## src/rtl/conv_pkg.sv

```systemverilog
// Shared constants and element-index helper for the 3x3 conv datapath.
package conv_pkg;

  localparam int unsigned KSIZE = 3;
  localparam int unsigned KNUM  = KSIZE * KSIZE;

  // Packed window element index: r=0 is the oldest line, c=0 the oldest column.
  function automatic int unsigned idx(input int unsigned r, input int unsigned c);
    return KSIZE * r + c;
  endfunction

endpackage

```

## src/rtl/conv_line_buf.sv

```systemverilog
// Enable-gated fixed-length delay line; dout is the sample written DEPTH enables ago.
module conv_line_buf #(
  parameter int unsigned WIDTH = 4,
  parameter int unsigned DEPTH = 8
) (
  input  logic             clk,
  input  logic             en,
  input  logic [WIDTH-1:0] din,
  output logic [WIDTH-1:0] dout
);

  logic [DEPTH-1:0][WIDTH-1:0] mem_q, mem_d;

  always_comb begin
    mem_d = mem_q;
    if (en) begin
      mem_d = {mem_q[DEPTH-2:0], din};
    end
  end

  // Storage is deliberately not reset; consumers gate out stale lines.
  always_ff @(posedge clk) begin
    mem_q <= mem_d;
  end

  assign dout = mem_q[DEPTH-1];

endmodule

```

## src/rtl/conv_window_gen.sv

```systemverilog
// Raster pixel stream to packed 3x3 window generator feeding the conv adder tree.
module conv_window_gen
  import conv_pkg::*;
#(
  parameter int unsigned IN_WIDTH = 4,
  parameter int unsigned IMG_W    = 8,
  parameter int unsigned IMG_H    = 8
) (
  input  logic                     clk,
  input  logic                     rst,
  input  logic                     in_valid,
  input  logic                     in_sof,
  input  logic [IN_WIDTH-1:0]      in_pixel,
  output logic                     win_valid,
  output logic [KNUM*IN_WIDTH-1:0] win_data,
  output logic                     frame_done
);

  localparam int unsigned COL_W = (IMG_W > 1) ? $clog2(IMG_W) : 1;
  localparam int unsigned ROW_W = (IMG_H > 1) ? $clog2(IMG_H) : 1;

  logic [COL_W-1:0] col_q, col_d, cur_col;
  logic [ROW_W-1:0] row_q, row_d, cur_row;
  logic [KNUM-1:0][IN_WIDTH-1:0] win_q, win_d;
  logic [KNUM-1:0][IN_WIDTH-1:0] win_data_q, win_data_d;
  logic win_valid_q, win_valid_d;
  logic frame_done_q, frame_done_d;
  logic [IN_WIDTH-1:0] lb1_dout, lb2_dout;

  conv_line_buf #(.WIDTH(IN_WIDTH), .DEPTH(IMG_W)) u_lb1 (
    .clk  (clk),
    .en   (in_valid),
    .din  (in_pixel),
    .dout (lb1_dout)
  );

  conv_line_buf #(.WIDTH(IN_WIDTH), .DEPTH(IMG_W)) u_lb2 (
    .clk  (clk),
    .en   (in_valid),
    .din  (lb1_dout),
    .dout (lb2_dout)
  );

  always_comb begin
    col_d        = col_q;
    row_d        = row_q;
    win_d        = win_q;
    win_data_d   = win_data_q;
    win_valid_d  = 1'b0;
    frame_done_d = 1'b0;
    cur_col      = in_sof ? '0 : col_q;
    cur_row      = in_sof ? '0 : row_q;

    if (in_valid) begin
      // Shift columns left; the incoming column lands at c=2.
      for (int unsigned r = 0; r < KSIZE; r++) begin
        win_d[idx(r, 0)] = win_q[idx(r, 1)];
        win_d[idx(r, 1)] = win_q[idx(r, 2)];
      end
      win_d[idx(0, 2)] = lb2_dout;
      win_d[idx(1, 2)] = lb1_dout;
      win_d[idx(2, 2)] = in_pixel;

      if (cur_col == COL_W'(IMG_W - 1)) begin
        col_d = '0;
        row_d = (cur_row == ROW_W'(IMG_H - 1)) ? '0 : cur_row + ROW_W'(1);
      end else begin
        col_d = cur_col + COL_W'(1);
        row_d = cur_row;
      end

      if ((cur_row >= ROW_W'(2)) && (cur_col >= COL_W'(2))) begin
        win_valid_d  = 1'b1;
        win_data_d   = win_d;
        frame_done_d = (cur_row == ROW_W'(IMG_H - 1)) && (cur_col == COL_W'(IMG_W - 1));
      end
    end
  end

  always_ff @(posedge clk) begin
    if (rst) begin
      col_q        <= '0;
      row_q        <= '0;
      win_q        <= '0;
      win_data_q   <= '0;
      win_valid_q  <= 1'b0;
      frame_done_q <= 1'b0;
    end else begin
      col_q        <= col_d;
      row_q        <= row_d;
      win_q        <= win_d;
      win_data_q   <= win_data_d;
      win_valid_q  <= win_valid_d;
      frame_done_q <= frame_done_d;
    end
  end

  assign win_valid  = win_valid_q;
  assign win_data   = win_data_q;
  assign frame_done = frame_done_q;

endmodule
```

## config.mk

```make
export PLATFORM = sky130hd
export DESIGN_NAME = conv_window_gen
export DESIGN_NICKNAME = d
export VERILOG_FILES = /design/src/rtl/conv_pkg.sv /design/src/rtl/conv_line_buf.sv /design/src/rtl/conv_window_gen.sv
export SDC_FILE = /design/constraint.sdc
export NUM_CORES = 1
export LEC_CHECK = 0
export ABC_AREA = 1
export BUFFER_PORTS_ARGS = -buffer_cell sky130_fd_sc_hd__buf_2
export CELL_PAD_IN_SITES_DETAIL_PLACEMENT = 2
export CELL_PAD_IN_SITES_GLOBAL_PLACEMENT = 2
export CORE_UTILIZATION = 37
export CTS_BUF_LIST = sky130_fd_sc_hd__clkbuf_4 sky130_fd_sc_hd__clkbuf_8 sky130_fd_sc_hd__clkbuf_16
export CTS_CLUSTER_DIAMETER = 30
export DETAILED_ROUTE_END_ITERATION = 10
export PLACE_DENSITY = 0.76
export SYNTH_ARGS = -nofsm -noshare
export SYNTH_HDL_FRONTEND = slang
export SYNTH_HIERARCHICAL = 1
export SYNTH_SLANG_ARGS = --single-unit
```

## constraint.sdc

```tcl
create_clock -name clk -period 1.7 [get_ports clk]
set_input_delay 0.17 -clock clk [delete_from_list [all_inputs] [get_ports clk]]
set_output_delay 0.17 -clock clk [all_outputs]
set_load 0.01 [all_outputs]
```

==> results of run 1 <==
## worst max-delay path: stages (launching register included)
cell     delay, ns
dfxtp_1       0.38
nand2_2       0.12
inv_2         0.08
ha_1          0.17
ha_2          0.21
nand2_1       0.07
or2_2         0.30
a21oi_1       0.13
## cell families after synthesis
kind of cell,after synthesis,share of synthesized area
AND/OR/NAND/NOR,162,0.146
buffers and inverters,153,0.127
flip-flops,132,0.654
AO/OA/AOI/OAI,58,0.0583
adder cells (fa/ha/maj),6,0.0150
## final cells by class
cell class | instances | area share
Timing Repair Buffer | 60 | 0.0713
Inverter | 119 | 0.0742
Clock inverter | 9 | 0.0108
Sequential cell | 132 | 0.546
Clock buffer | 23 | 0.0782
Tap cell | 176 | 0.0366
Multi-Input combinational cell | 226 | 0.183
## cell usage in the layout, fill, tap and decap left out
cell           count
o21ai_1            1
clkinv_1           5
a22oi_1            1
inv_1            112
buf_12             6
buf_2             44
edfxtp_1          64
buf_4              5
nand3b_4           1
nand4_1           36
nand3_2            2
dlygate4sd3_1      4
buf_6              1
clkbuf_4           6
clkbuf_16         17
nor3_1             1
ha_1               5
or2_2              1
ha_2               1
o21ai_0           27
clkinv_2           4
dfxtp_1           68
bufinv_16          1
nand2_2            1
inv_2              6
a21oi_1           29
nand2_1           82
nor2_1            38
## routing by layer
layer	vias up	global-route usage	part of all wire
li1	1699	-	-
met1	1722	0.206	0.42
met2	53	0.341	0.54
met3	14	0.0425	0.024
met4	0	0.0815	0.017
met5	-	0	0
## how the worst max path moves through the flow
stage | endpoint | slack (ns) | cells after the start
2_1_floorplan | win_data[17] | 0.29 | 11
4_1_cts | row_q[0] | 0.006 | 7
3_5_place_dp | row_q[0] | 0.02 | 9
5_1_grt | row_q[1] | 0.02 | 7
3_3_place_gp | row_q[1] | 0.19 | 9
6_report | row_q[1] | 0.17 | 7
## repair_timing
action,CTS,global route
hold buffers,4,0
endpoints found under the hold margin,4,0
gates resized for setup,0,5
endpoints found under the setup margin,0,9
## metrics by stage
stage,util,std cells,hold WS [ns]
after floorplan,-,511,0.239
after global placement,0.410,709,0.367
after detailed placement,0.410,709,0.369
after CTS,0.454,745,0.000251
after global routing,0.454,745,0.0256
final,0.454,745,0.0213
## report_power, final
part | internal, uW | leakage, uW | switching (uW)
clock network | 2070 | 0.000273 | 1270
registers | 3480 | 0.00118 | 53.9
logic | 88.7 | 0.00121 | 204
total | 5640 | 0.00266 | 1520
## registers in the layout, indices dropped and copies added, names as in the netlist, 3 cells and up
register     flops
win_data        36
u_lb1/mem_q     28
u_lb2/mem_q     28
win_q           24
u_lb1/dout       4
u_lb2/dout       4
col_q            3
row_q            3
==> results.md, run 1 <==
* Status: complete, no violations
* Final hold viol count at 0
* Prevailing post-synth register cell: dfxtp_1
* Synth warn at 6
* Seq. cell area at 0.00328 sq mm
* Pre-CTS setup slack at 0.0194 ns
* Fin worst setup slack at 0.165 ns
* Synth Register Bits at 132
* R2R setup slack at 0.17 ns
* Ant diodes at 0
* Pleak at 0.00266 uW
* Placed inst area at 0.00543 sq mm
* Fillers at 1469
* Fmax achieved at 651 MHz
* # rows at 42
* Power Density at 1190 mW/mm^2
* Actual slew at the worst max-slew pin at 0.450 ns
* DIE AREA at 0.0140 sq mm
* Core Footprint at 0.0132 sq mm
* Count of different cell masters after synthesis at 21
* Cell count after synthesis at 511
* GR Overflow Total at 0
* Crit path max fanout at 3
* GRT Overall Usage at 0.187
* Worst min-delay path category: primary input to flop
* Post-route cell area at 0.00602 sq mm
* Die width at 118 microns
* Worst-skew pair later-pin latency at 0.41 ns
* Multi-input gate area at 0.00110 sq mm
* Period minus WS final at 1.53 ns
* Post-synthesis sequential area ratio at 0.654
* Antenna-violating nets left at 0
* Port Buffers at 45
* Worst Min Path Start: rst
* Maxcap violations at 0
* Post-synth top area share at 0.383
* Critical Path RT at 2.04 ns
* Initial Util at 0.379
* Fin crit share at 0.903
* Relative slew slack at 0.700
* H-tree Lvls at 4
* Dominant cell type by area after synthesis: edfxtp_1
* Die Y at 118 microns
* Final #Nets at 570
* Vias per Instance at 4.68
* Syn Area/Cell at 9.82 sq um
* Start of the worst register-to-register path: col_q[1]
* Setup Buffers After CTS at 0
* First-pass GRT wire length at 19700 microns
* Most frequent cells after synthesis: inv_1 (113), nand2_1 (83), dfxtp_1 (68)
* RSZ-0062 raised after global routing: no
* WL/cell at 15.8 microns
* Post-synth EDFFs at 64
* Layout cell share with drive strength beyond 1 at 0.169
* # setup viols final at 0
* Asr flop ratio synth at 0
* Mapped Nets at 525
* Ports at 46
* Sinks on Clock Net at 132
* Via Count at 3488
* DRT Wirelength at 11800 microns
* WP data arrival at 1.88 ns
* Slew Limit Fails at 0
* Final Total Pwr at 7170 uW
* Iter 0 DRT Violations at 125
* Hold depth at 2
* Crit path kind: flop to flop
* Reg2reg end: row_q[1]
* Reg2reg path depth at 7
* Hold EP: row_q[1]
* Count leader, synth: inv_1
* DR DRC count at 0
* Area grow syn2layout at 19.9%
* Number of global-route vias before repair at 3924
* Synth top area cells: edfxtp_1 (38%), dfxtp_1 (27%), inv_1 (8.5%)
* Critical path origin: col_q[1]
* Clock transition at path regs at 0.06 ns
* CTS tree: yes
* Max clock buf depth at 2
* Worst setup EP type: flop
* Pin count of the biggest net entering global routing at 64
* DRT Pass-1 Iters at 4
* Max rail drop VDD at 0.676 mV
* GPL Wtd Cong at 0.669
* Root Driver: clkbuf_16
* Hpwl dp at 7340 microns
* Num CTS Buffers at 17
* Setup Skew at 0.00652 ns
* Startpoint Class: flop
* Cell Area, Synth at 0.00502 sq mm
* Initial antenna violation count at 0
* Setup total negative slack at 0 ns
Power figures use the tool's default switching activity.
==> run 2, diff against run 1 <==
Settings changed: HOLD_SLACK_MARGIN set to 0.12.
==> run 2 against run 1 <==
Compared with the run above: critical path depth unchanged; die area stayed put; combinational power about the same; clock skew barely moved; total power barely moved; sequential power is essentially flat; register-to-register slack is essentially flat; wire length grew 0.42%.
==> results.md, run 2 (synthesized netlist as in run 1, its figures left out) <==
* # rows at 42 (unchanged)
* DR DRC count at 0 (unchanged)
* Core Footprint at 0.0132 sq mm (unchanged)
* Port Buffers at 45 (unchanged)
* Maxcap violations at 0 (unchanged)
* Initial Util at 0.379 (unchanged)
* Pre-CTS setup slack at 0.0194 ns (unchanged)
* Fmax achieved at 651 MHz (-0.13%)
* Max clock buf depth at 2 (unchanged)
* Commonest non-fill, non-tap cells in the layout: inv_1 (112), nand2_1 (82), dfxtp_1 (68)
* Die width at 118 microns (unchanged)
* Crit-path cells: nand2_2 -> inv_2 -> ha_1 -> ha_2 -> nand2_1 -> or2_2 -> a21oi_1
* Pleak at 0.00267 uW (+0.16%)
* Critical Path RT at 2.04 ns (about the same)
* DRT Wirelength at 11800 microns (+0.42%)
* Worst setup EP type: flop
* DIE AREA at 0.0140 sq mm (unchanged)
* Worst-skew pair later-pin latency at 0.41 ns (about the same)
* Number of global-route vias before repair at 3922 (-0.051%)
* Vias per Instance at 4.69 (about the same)
* Actual slew at the worst max-slew pin at 0.447 ns (-0.00253 ns)
* Die Y at 118 microns (unchanged)
* Slowest CP cell: dfxtp_1
* H-tree Lvls at 4 (unchanged)
* WP buf/inv at 1 (unchanged)
* Delay-heaviest family, CP: simple AND/OR/NAND/NOR gates
* Initial antenna violation count at 0 (unchanged)
* Pin count of the biggest net entering global routing at 64 (unchanged)
* Worst min-delay path category: primary input to flop
* Power Density at 1190 mW/mm^2 (-0.11%)
* CTS tree: yes
* Crit path max fanout at 3 (unchanged)
* Fillers at 1468 (-0.068%)
* Sinks on Clock Net at 132 (unchanged)
* Startpoint Class: flop
* DRT Pass-1 Iters at 4 (unchanged)
* Setup total negative slack at 0 ns (unchanged)
* Final Total Pwr at 7170 uW (about the same)
* Area grow syn2layout at 20.1%
* Clock transition at path regs at 0.06 ns (about the same)
* Setup Skew at 0.00631 ns (-0.000216 ns)
* Largest stage delay on the critical path at 0.38 ns (about the same)
* Period minus WS final at 1.54 ns (+0.00195 ns)
* Layout cell share with drive strength beyond 1 at 0.168 (-0.000296)
* GR Overflow Total at 0 (unchanged)
* Crit path kind: flop to flop
* WP data arrival at 1.88 ns (about the same)
* Max rail drop VDD at 0.676 mV (about the same)
* Relative slew slack at 0.702 (+0.00168)
* Max FFs per register at 36 (unchanged)
* WL/cell at 15.9 microns (+0.29%)
* Final hold viol count at 0 (unchanged)
* Status: complete, no violations
* Iter 0 DRT Violations at 129 (+3.2%)
* Root Driver: clkbuf_16
* # setup viols final at 0 (unchanged)
* Non-Filler Instances at 746 (+0.13%)
* Hpwl dp at 7340 microns (unchanged)
* RSZ-0062 raised after global routing: no
* Commonest non-fill, non-tap cell in the layout: inv_1
* Antenna-violating nets left at 0 (unchanged)
* Slew Limit Fails at 0 (unchanged)
* Fin crit share at 0.904 (+0.00115)
* Final #Nets at 571 (+0.18%)
* Num CTS Buffers at 17 (unchanged)
* GRT Overall Usage at 0.187 (about the same)
* Via Count at 3496 (+0.23%)
* Ant diodes at 0 (unchanged)
* First-pass GRT wire length at 19800 microns (about the same)
* DP Cell Count at 709 (unchanged)
* Post-layout utilization of the core at 0.455 (+0.000755)
* GPL Wtd Cong at 0.669 (unchanged)
* Ports at 46 (unchanged)
* Fin worst setup slack at 0.163 ns (-0.00195 ns)
## run 2: changes by cell type in the layout (fill, tap and decap cells not counted)
cell           before  now
dlygate4sd3_1       4    5
## run 2: worst paths after layout
path | endpoint | slack, ns | startpoint | cells after the start
max reg2reg | row_q[1] | 0.16 | col_q[1] | 7
min | row_q[2] | 0.13 | in_sof | 4
min reg2reg | u_lb1/mem_q[6] | 0.42 | u_lb1/mem_q[2] | 0
max | row_q[1] | 0.16 | col_q[1] | 7
## run 2: power by group
group	internal (uW)	total [uW]	switching [uW]	leakage, uW
combinational	90.2	295	204	0.00121
sequential	3480	3540	53.8	0.00118
clock	2070	3340	1270	0.000273
total	5640	7170	1530	0.00267
## run 2: tightest hold or removal path: cells and delay by family
family | cells | cell delay [ns]
simple gates | 1 | 0.07
buf+inv | 1 | 0.10
compound gates | 2 | 0.15
## run 2: layout make-up
cell class | instances | area, sq um | share of cell area
inverters | 119 | 447 | 0.0741
clock buffers | 23 | 470 | 0.0780
flip-flops and latches | 132 | 3280 | 0.545
clock inverters | 9 | 65.1 | 0.0108
multi-input cells | 226 | 1100 | 0.183
well taps | 176 | 220 | 0.0365
repair buffers | 61 | 439 | 0.0729
## run 2: timing repair
item | 4_1_cts | 5_1_grt
setup buffers | 0 | 0
resized for setup | 0 | 5
hold endpoints to repair | 13 | 0
hold buffers | 5 | 0
setup endpoints to repair | 0 | 9
## run 2: stage by stage
stage	hold WS [ns]	instance area, sq um
final	0.131	6030
after floorplan	0.239	5020
after global placement	0.367	5430
after CTS	0.175	6020
after global routing	0.172	6030
after detailed placement	0.369	5430
## run 2: per-layer routing
| layer | up-vias | track usage | wire length (microns) |
|---|---|---|---|
| met1 | 1729 | 0.206 | 5030 |
| li1 | 1702 | - | - |
| met2 | 51 | 0.342 | 6350 |
| met4 | 0 | 0.0815 | 198 |
| met3 | 14 | 0.0425 | 270 |
| met5 | - | 0 | 0 |
==> run 3, diff against run 2 <==
Settings changed: CORE_UTILIZATION 37 to 34, CTS_CLUSTER_SIZE set to 12, PLACE_DENSITY 0.76 to 0.73.
Clock period 1.7 ns to 1.3 ns, I/O delays scaled along.
==> run 3 against run 2 <==
Compared with the run above: the flow now finishes with violations (setup timing); total power rose by 36%; core utilization grew 0.21 points; wire length is 17% higher; hold slack improved by 0.13 ns; count of clock-buffer cells in the layout up 4; design area rose by 9.8%; first-iteration DRC count fell by 18%; via count rose by 4.3%; maximum frequency grew 3.0%; register-to-register slack got worse by 0.36 ns; highest routed layer unchanged; worst setup slack lost 0.36 ns.
==> results.md, run 3 (synthesized netlist as in run 1, its figures left out) <==
* Status: finished, violations left
* Failing checks: setup timing
* Die width at 123 microns (+4.2%)
* Root Driver: clkbuf_16
* Num CTS Buffers at 17 (unchanged)
* Layout cell share with drive strength beyond 1 at 0.345 (+0.177)
* Worst-skew pair later-pin latency at 0.42 ns (about the same)
* Non-Filler Instances at 772 (+3.5%)
* CTS tree: yes
* Hold depth at 5 (+1)
* WP buf/inv at 3 (+2)
* Period minus WS final at 1.49 ns (-0.0444 ns)
* Largest stage delay on the critical path at 0.33 ns (-0.05 ns)
* Initial antenna violation count at 0 (unchanged)
* H-tree Lvls at 4 (unchanged)
* Slowest CP cell: dfxtp_2
* Clock transition at path regs at 0.06 ns (about the same)
* Area grow syn2layout at 31.9%
* Sinks on Clock Net at 132 (unchanged)
* Vias per Instance at 4.72 (+0.81%)
* Antenna-violating nets left at 0 (unchanged)
* Port Buffers at 45 (unchanged)
* GRT Overall Usage at 0.190 (+0.00327)
* DP Cell Count at 723 (+2.0%)
* Setup total negative slack at -5.76 ns (-5.76 ns)
* Final #Nets at 589 (+3.2%)
* # setup viols final at 41 (+41)
* Ports at 46 (unchanged)
* Ant diodes at 0 (unchanged)
* Commonest non-fill, non-tap cell in the layout: inv_1
* Maxcap violations at 0 (unchanged)
* Crit path max fanout at 6 (+3)
* DR DRC count at 0 (unchanged)
* Pre-CTS setup slack at -0.236 ns (-0.255 ns)
* Pleak at 0.00286 uW (+7.0%)
* First-pass GRT wire length at 20800 microns (+5.5%)
* DIE AREA at 0.0152 sq mm (+8.7%)
* DRT Wirelength at 13900 microns (+17%)
* Worst min-delay path category: primary input to flop
* Seq. cell area at 0.00329 sq mm (+0.15%)
* Fin crit share at 1.15 (+0.244)
* Final hold viol count at 0 (unchanged)
* DRT Pass-1 Iters at 5 (+1)
* Actual slew at the worst max-slew pin at 0.272 ns (-0.175 ns)
* Pin count of the biggest net entering global routing at 60 (-6.3%)
* Worst setup EP type: flop
* Relative slew slack at 0.818 (+0.117)
* Reg2reg path depth at 9 (+2)
* WL/cell at 18.0 microns (+13%)
* Startpoint Class: flop
* # rows at 44 (+4.8%)
* Core Footprint at 0.0145 sq mm (+9.3%)
* WP data arrival at 1.80 ns (-0.08 ns)
* Setup Skew at 0.00801 ns (+0.00171 ns)
* Crit path kind: flop to flop
* GR Overflow Total at 0 (unchanged)
* Crit path depth at 9 (+2)
* Fillers at 1520 (+3.5%)
* Via Count at 3647 (+4.3%)
* Delay-heaviest family, CP: simple AND/OR/NAND/NOR gates
* Fmax achieved at 670 MHz (+3.0%)
* GPL Wtd Cong at 0.726 (+8.4%)
* Crit-path cells: nand2_4 -> inv_4 -> ha_4 -> nand3b_4 -> nand3_4 -> clkbuf_16 -> nand2_1 -> inv_1 -> nor2_1
* Iter 0 DRT Violations at 106 (-18%)
* Post-layout utilization of the core at 0.457 (+0.00210)
* Initial Util at 0.347 (-0.0324)
* Die Y at 123 microns (+4.2%)
* Max clock buf depth at 2 (unchanged)
* Slew Limit Fails at 0 (unchanged)
* Max rail drop VDD at 0.914 mV (+35%)
* Max FFs per register at 36 (unchanged)
* Number of global-route vias before repair at 3886 (-0.92%)
* Commonest non-fill, non-tap cells in the layout: inv_1 (87), dfxtp_1 (64), edfxtp_1 (64)
* Critical Path RT at 1.61 ns (-0.43 ns)
* Hpwl dp at 7710 microns (+5.0%)
* Multi-input gate area at 0.00138 sq mm (+25%)
* Final Total Pwr at 9740 uW (+36%)
* Power Density at 1470 mW/mm^2 (+24%)
* Fin worst setup slack at -0.192 ns (-0.356 ns)
* RSZ-0062 raised after global routing: yes
## run 3: final cells by class
| cell class | count | area share |
|---|---|---|
| Clock buffer | 27 | 0.0803 |
| Clock inverter | 5 | 0.00737 |
| Inverter | 119 | 0.0684 |
| Multi-Input combinational cell | 226 | 0.208 |
| Sequential cell | 132 | 0.497 |
| Tap cell | 184 | 0.0348 |
| Timing Repair Buffer | 79 | 0.104 |
## run 3: final timing paths
path	endpoint	startpoint	slack, ns
worst max-delay path	win_data[0]	col_q[1]	-0.19
worst min-delay path	col_q[1]	in_sof	0.26
worst min register to register	u_lb2/dout[1]	u_lb2/mem_q[25]	0.41
worst max register to register	win_data[0]	col_q[1]	-0.19
## run 3: power by group
part / internal (uW) / switching, uW / total, uW
Sequential: 4560 / 78.8 / 4630
Clock: 2970 / 1700 / 4680
Combinational: 137 / 292 / 429
## run 3: routing by layer
metal	vias to the layer above	track usage	part of all wire	wire (microns)
li1	1740	-	-	-
met1	1820	0.202	0.40	5610
met2	63	0.362	0.55	7700
met3	24	0.0411	0.024	333
met4	0	0.0715	0.016	228
met5	-	0	0	0
## run 3: what timing repair did
action	CTS	global route
pin swaps	5	40
setup buffers	3	4
gates cloned	2	2
setup endpoints to repair	41	64
hold buffers	7	0
resized for setup	46	55
endpoints found under the hold margin	16	0
## run 3: per-stage QoR
stage / hold WS [ns] / cell area [sq um]
after global placement: 0.327 / 5570
final: 0.257 / 6620
after floorplan: 0.199 / 5060
after global routing: 0.292 / 6620
after detailed placement: 0.335 / 5570
after CTS: 0.260 / 6410
## run 3: worst register-to-register path, stage by stage (launching register included)
cell and delay (ns):
dfxtp_2 0.33, nand2_4 0.07, inv_4 0.04, ha_4 0.14, nand3b_4 0.18, nand3_4 0.25, clkbuf_16 0.22, nand2_1 0.06
inv_1 0.06, nor2_1 0.04
